`src/rtl/clken_switch_div.sv`:
```
// CPU clock generator: programmable divide of hsclk_in (HS) or retimed lsclk_in (LS), with glitch-free switching.
// Latency: LS mode follows lsclk_in after SYNC_STAGES+1 cycles; status outputs change on the same edge as the state.
// No backpressure: free-running, hsclk_sel is sampled every cycle, callers poll hsclk_selected/lsclk_selected.
module clken_switch_div #(
    parameter int DIV_W       = 4,
    parameter int SYNC_STAGES = 2
) (
    input  logic             hsclk_in,
    input  logic             rst,
    input  logic             lsclk_in,
    input  logic             hsclk_sel,
    input  logic [DIV_W-1:0] div_val,
    output logic             cpuclk_q,
    output logic             cpuclk_rise_q,
    output logic             cpuclk_fall_q,
    output logic             hsclk_selected,
    output logic             lsclk_selected,
    output logic             switch_busy
);

    typedef enum logic [1:0] {
        LS_RUN = 2'd0,
        TO_HS  = 2'd1,
        HS_RUN = 2'd2,
        TO_LS  = 2'd3
    } state_t;

    localparam logic [DIV_W-1:0] CNT_ONE = {{(DIV_W-1){1'b0}}, 1'b1};

    state_t                 state_q, state_d;
    logic [SYNC_STAGES-1:0] sync_q;
    logic                   ls_s;
    logic                   ls_d_q;
    logic                   ls_fall;
    logic [DIV_W-1:0]       cnt_q, cnt_d;
    // div_q is captured from div_val on each 1->0 edge; div_cur_q is the compare
    // value actually used in HS_RUN and only takes div_q on the 0->1 edge, so a
    // high phase and the low phase after it always share one half-period length.
    logic [DIV_W-1:0]       div_q, div_d;
    logic [DIV_W-1:0]       div_cur_q, div_cur_d;
    logic                   cpuclk_d;

    assign ls_s    = sync_q[SYNC_STAGES-1];
    assign ls_fall = ls_d_q & ~ls_s;

    // Synchronise the async slow reference and keep one extra stage for fall detection.
    always_ff @(posedge hsclk_in or posedge rst) begin
        if (rst) begin
            sync_q <= '0;
            ls_d_q <= 1'b0;
        end else begin
            sync_q <= {sync_q[SYNC_STAGES-2:0], lsclk_in};
            ls_d_q <= ls_s;
        end
    end

    // Next-state, counter and clock-level decisions; state transitions take priority over counting.
    always_comb begin
        state_d   = state_q;
        cnt_d     = cnt_q;
        div_d     = div_q;
        div_cur_d = div_cur_q;
        cpuclk_d  = cpuclk_q;
        case (state_q)
            LS_RUN: begin
                cpuclk_d = ls_s;
                if (ls_fall && hsclk_sel) begin
                    state_d  = TO_HS;
                    cnt_d    = '0;
                    div_d    = div_val;
                    cpuclk_d = 1'b0;
                end
            end
            TO_HS: begin
                cpuclk_d = 1'b0;
                if (!hsclk_sel) begin
                    state_d = TO_LS;
                end else if (cnt_q == div_q) begin
                    state_d   = HS_RUN;
                    cpuclk_d  = 1'b1;
                    cnt_d     = '0;
                    div_cur_d = div_q;
                end else begin
                    cnt_d = cnt_q + CNT_ONE;
                end
            end
            HS_RUN: begin
                if (cnt_q == div_cur_q) begin
                    cnt_d    = '0;
                    cpuclk_d = ~cpuclk_q;
                    if (cpuclk_q) begin
                        // End of a high phase: the only point where leaving HS is safe.
                        div_d = div_val;
                        if (!hsclk_sel) begin
                            state_d = TO_LS;
                        end
                    end else begin
                        div_cur_d = div_q;
                    end
                end else begin
                    cnt_d = cnt_q + CNT_ONE;
                end
            end
            TO_LS: begin
                cpuclk_d = 1'b0;
                if (hsclk_sel) begin
                    state_d = TO_HS;
                    cnt_d   = '0;
                    div_d   = div_val;
                end else if (ls_fall) begin
                    // Joining on an LS fall guarantees the next LS high phase is full length.
                    state_d  = LS_RUN;
                    cpuclk_d = ls_s;
                end
            end
            default: begin
                state_d  = LS_RUN;
                cpuclk_d = 1'b0;
            end
        endcase
    end

    // State, counters, clock level, edge pulses and status decodes all register together.
    always_ff @(posedge hsclk_in or posedge rst) begin
        if (rst) begin
            state_q        <= LS_RUN;
            cnt_q          <= '0;
            div_q          <= '0;
            div_cur_q      <= '0;
            cpuclk_q       <= 1'b0;
            cpuclk_rise_q  <= 1'b0;
            cpuclk_fall_q  <= 1'b0;
            hsclk_selected <= 1'b0;
            lsclk_selected <= 1'b1;
            switch_busy    <= 1'b0;
        end else begin
            state_q        <= state_d;
            cnt_q          <= cnt_d;
            div_q          <= div_d;
            div_cur_q      <= div_cur_d;
            cpuclk_q       <= cpuclk_d;
            cpuclk_rise_q  <= cpuclk_d & ~cpuclk_q;
            cpuclk_fall_q  <= ~cpuclk_d & cpuclk_q;
            hsclk_selected <= (state_d == HS_RUN);
            lsclk_selected <= (state_d == LS_RUN);
            switch_busy    <= (state_d == TO_HS) || (state_d == TO_LS);
        end
    end

endmodule
```
`config.mk`:
```
export PLATFORM = sky130hd
export DESIGN_NAME = clken_switch_div
export DESIGN_NICKNAME = d
export VERILOG_FILES = /design/src/rtl/clken_switch_div.sv
export SDC_FILE = /design/constraint.sdc
export NUM_CORES = 1
export LEC_CHECK = 0
export CORE_MARGIN = 2
export CORE_UTILIZATION = 54
export CTS_BUF_LIST = sky130_fd_sc_hd__clkbuf_16
export DETAILED_ROUTE_END_ITERATION = 7
export GPL_TIMING_DRIVEN = 1
export MAX_ROUTING_LAYER = met4
export PLACE_DENSITY = 0.8
export RECOVER_POWER = 100
export SYNTH_ARGS = -nofsm -noshare
export SYNTH_HDL_FRONTEND = slang
export SYNTH_SLANG_ARGS = --single-unit
export TNS_END_PERCENT = 1
```
`constraint.sdc`:
```
create_clock -name hsclk_in -period 2.5 [get_ports hsclk_in]
set_clock_uncertainty 0.05 [all_clocks]
set_input_delay 0.5 -clock hsclk_in [delete_from_list [all_inputs] [get_ports hsclk_in]]
set_output_delay 0.5 -clock hsclk_in [all_outputs]
set_load 0.03 [all_outputs]
```
==> metrics.md <==
| Metric | Value |
|---|---|
| Core Rows | 17 |
| Htree depth | 1 |
| Yosys top cell area share | 44.2% |
| Number of synthesized flops with an enable pin | 0 |
| Remaining Overflow, GRT | 0 |
| Final hold violation count | 0 |
| Post-CTS sizing | 0 |
| Final worst-path cycle share | 87.1% |
| Die area | 2710 µm² |
| Setup Crit Path Kind | in2reg |
| Setup TNS Final | 0 ns |
| Drt total wl | 2.44 mm |
| Status | finished clean |
| RSZ-0062 raised after global routing | false |
| Most numerous cell in the Yosys netlist | dfrtp_1 |
| Synth area leader | dfrtp_1 |
| Share of cells above drive strength 1 | 10.4% |
| Total CTS buffers | 3 |
| Antenna diode count | 0 |
| Worst EP required | 2.59 ns |
| Cell Chain, Critical Path | dlygate4sd3_1 -> nand3b_1 -> o21a_1 -> a211o_1 -> mux2_1 |
| Post-CTS setup buffers | 0 |
| Crit path DAT | 2.27 ns |
| Clk_lat worst skew | 0.26 ns |
| Leading cell types by count after synthesis | dfrtp_1 (22), nand2_1 (12), inv_1 (8), xor2_1 (8) |
| Cell area after synthesis | 1240 µm² |
| Gr usage total | 21.0% |
| Sequential cell area fraction in the yosys report | 46.3% |
| Clock-pin slew of the registers on the worst-case setup and hold paths | 0.06 ns |
| Chip Width | 52.0 µm |
| Hold buffers post-CTS | 0 |
| Slowest stage cell, crit path | dlygate4sd3_1 |
| Core region area | 2190 µm² |
| Leak | 0.000671 µW |
| Max-slew violations | 0 |
| Final Setup Violations | 0 |
| Synthesized Nets | 130 |
| Seq cells post-synth | 23 |
| Gate Count Post-Synth | 116 |
| Slew of the pin with the lowest slew margin | 1.22 ns |
| First-pass GRT wire length | 3.92 mm |
| Distinct cells, synth | 34 |
| Worst VDD drop | 0.943 mV |
| Ports | 14 |
| Vias in the first global route | 859 |
| Port Buf Inserts | 13 |
| Final net count | 150 |
| Initial DRC Count | 20 |
| Vias/cell | 5.69 |
| Worst min-delay path category | reg2reg |
| Cell Pwr Density | 1370 nW/µm² |
| Initial core utilization | 56.8% |
| Synth area leaders | dfrtp_1 (44%), ha_1 (6.0%), xor2_1 (5.6%) |
| Num Clock Sinks | 23 |
| Residual DRC | 0 |
| CTS Buffer Depth | 2 |
| Relative slew slack | 18.5% |
| Area Overhead vs Synth | 18.7% |
| Hold_ws | 0.300 ns |
| Most used DFF post-synth | dfrtp_1 |
| Critical Path Sink Type | flip-flop |
| Worst-path fanout max | 8 |
| Crit path launch type | input port |
| Largest net degree at the start of global routing | 24 |
| Synthesis Warnings | 0 |
| Max_cap viols | 0 |
| CP max stage delay | 0.69 ns |
| Die H | 52.0 µm |
| Drt first pass iters | 4 |
| Syn_area_per_cell | 10.7 µm² |
| Routed WL per cell | 14.9 µm |
| Vias after detailed routing | 928 |
| Routed Antenna Nets | 0 |
| DPL Wire Length | 1.78 mm |
| CTS tree | done |
| Root buf cell | clkbuf_16 |
| Initial antenna violation count | 0 |
| Ys async rst share | 100% |
| Min cycle time layout | 2.18 ns |
| Routability-driven placement congestion ratio | 0.908 |
| F_max | 0.459 GHz |
logic make-up after synthesis:
kind of cell	count (synthesis)	share of synthesized area [%]
buffers and inverters	10	3.01
muxes	8	8.44
and+or+nand+nor	37	16.7
adders and majority gates	6	6.03
AOI/OAI and AO/OA	23	13.2
xor gates and xnor gates	9	6.33
DFF	23	46.3
worst max-delay path: cells and delay by family:
kind / cells / cell delay, ns
buf+inv: 1 / 0.69
mux: 1 / 0.35
simple gates: 1 / 0.18
compound gates: 2 / 0.54
placed cells by master (no fill, tap or decap), drive strengths merged:
| cell | n |
|---|---|
| dfrtp | 22 |
| nand2 | 13 |
| inv | 9 |
| dlygate4sd3 | 9 |
| xor2 | 8 |
| mux2 | 8 |
| a21oi | 7 |
| nand2b | 6 |
| ha | 6 |
| nor2b | 5 |
| nor2 | 5 |
| clkbuf | 5 |
| o22ai | 4 |
| clkdlybuf4s50 | 4 |
| nand3 | 3 |
| a31oi | 2 |
| o2bb2ai | 2 |
| buf | 2 |
| nor4 | 2 |
| nand3b | 1 |
| o21a | 1 |
| a211o | 1 |
| a21boi | 1 |
| a21o | 1 |
| a221oi | 1 |
| xnor2 | 1 |
| o221ai | 1 |
| a211oi | 1 |
| nor3b | 1 |
| nor3 | 1 |
| o21ai | 1 |
| dfstp | 1 |
through the flow:
stage                     instances  instance area, µm²  utilization [%]  total power (µW)  setup slack, ns
final                           163                1480             67.4              2030            0.321
after floorplan                 116                1240                -              1470            0.529
after detailed placement        159                1430             65.4              1760            0.226
after global routing            163                1480             67.4              2150            0.238
after global placement          159                1430             65.4              1720            0.273
after CTS                       163                1510             69.0              2110            0.470
power breakdown:
| part | internal, µW | leakage (µW) | switching (µW) |
|---|---|---|---|
| sequential | 524 | 0.000281 | 127 |
| combinational | 468 | 0.000347 | 568 |
| clock | 213 | 0.0000423 | 127 |
flip-flops by register name (all words and copies together) (netlist names):
register / flops
cpuclk_fall_q: 1
switch_busy: 1
hsclk_selected: 1
state_q: 2
lsclk_selected: 1
sync_q: 2
div_cur_q: 4
ls_d_q: 1
cpuclk_q: 1
div_q: 4
cnt_q: 4
cpuclk_rise_q: 1
per-layer routing:
metal / global-route usage (%) / wire length, µm / vias up
li1: - / - / 436
met1: 23.7 / 1030 / 449
met2: 34.6 / 1220 / 36
met3: 6.03 / 132 / 7
met4: 8.77 / 53 / 0
met5: - / 0 / -
path summary, 6_finish.rpt:
| check | startpoint | endpoint | slack [ns] | cells after the start |
|---|---|---|---|---|
| setup / recovery | hsclk_sel | div_q[1] | 0.32 | 5 |
| hold / removal | sync_q[0] | sync_q[1] | 0.30 | 0 |
| setup reg to reg | cnt_q[0] | div_cur_q[2] | 0.35 | 5 |
| hold reg to reg | sync_q[0] | sync_q[1] | 0.30 | 0 |
| max in group asynchronous | rst | div_cur_q[1] | 0.65 | 3 |
| min in group asynchronous | rst | cpuclk_rise_q | 1.03 | 3 |
area by class of cell:
class,instances,area (µm²)
timing repair buffer,17,153
multi-input combinational,83,604
tap,28,35.0
clock buffer,3,75.1
fill,171,713
sequential,23,577
inverter,8,30.0
clock inverter,1,3.75
Power figures use the tool's default switching activity.
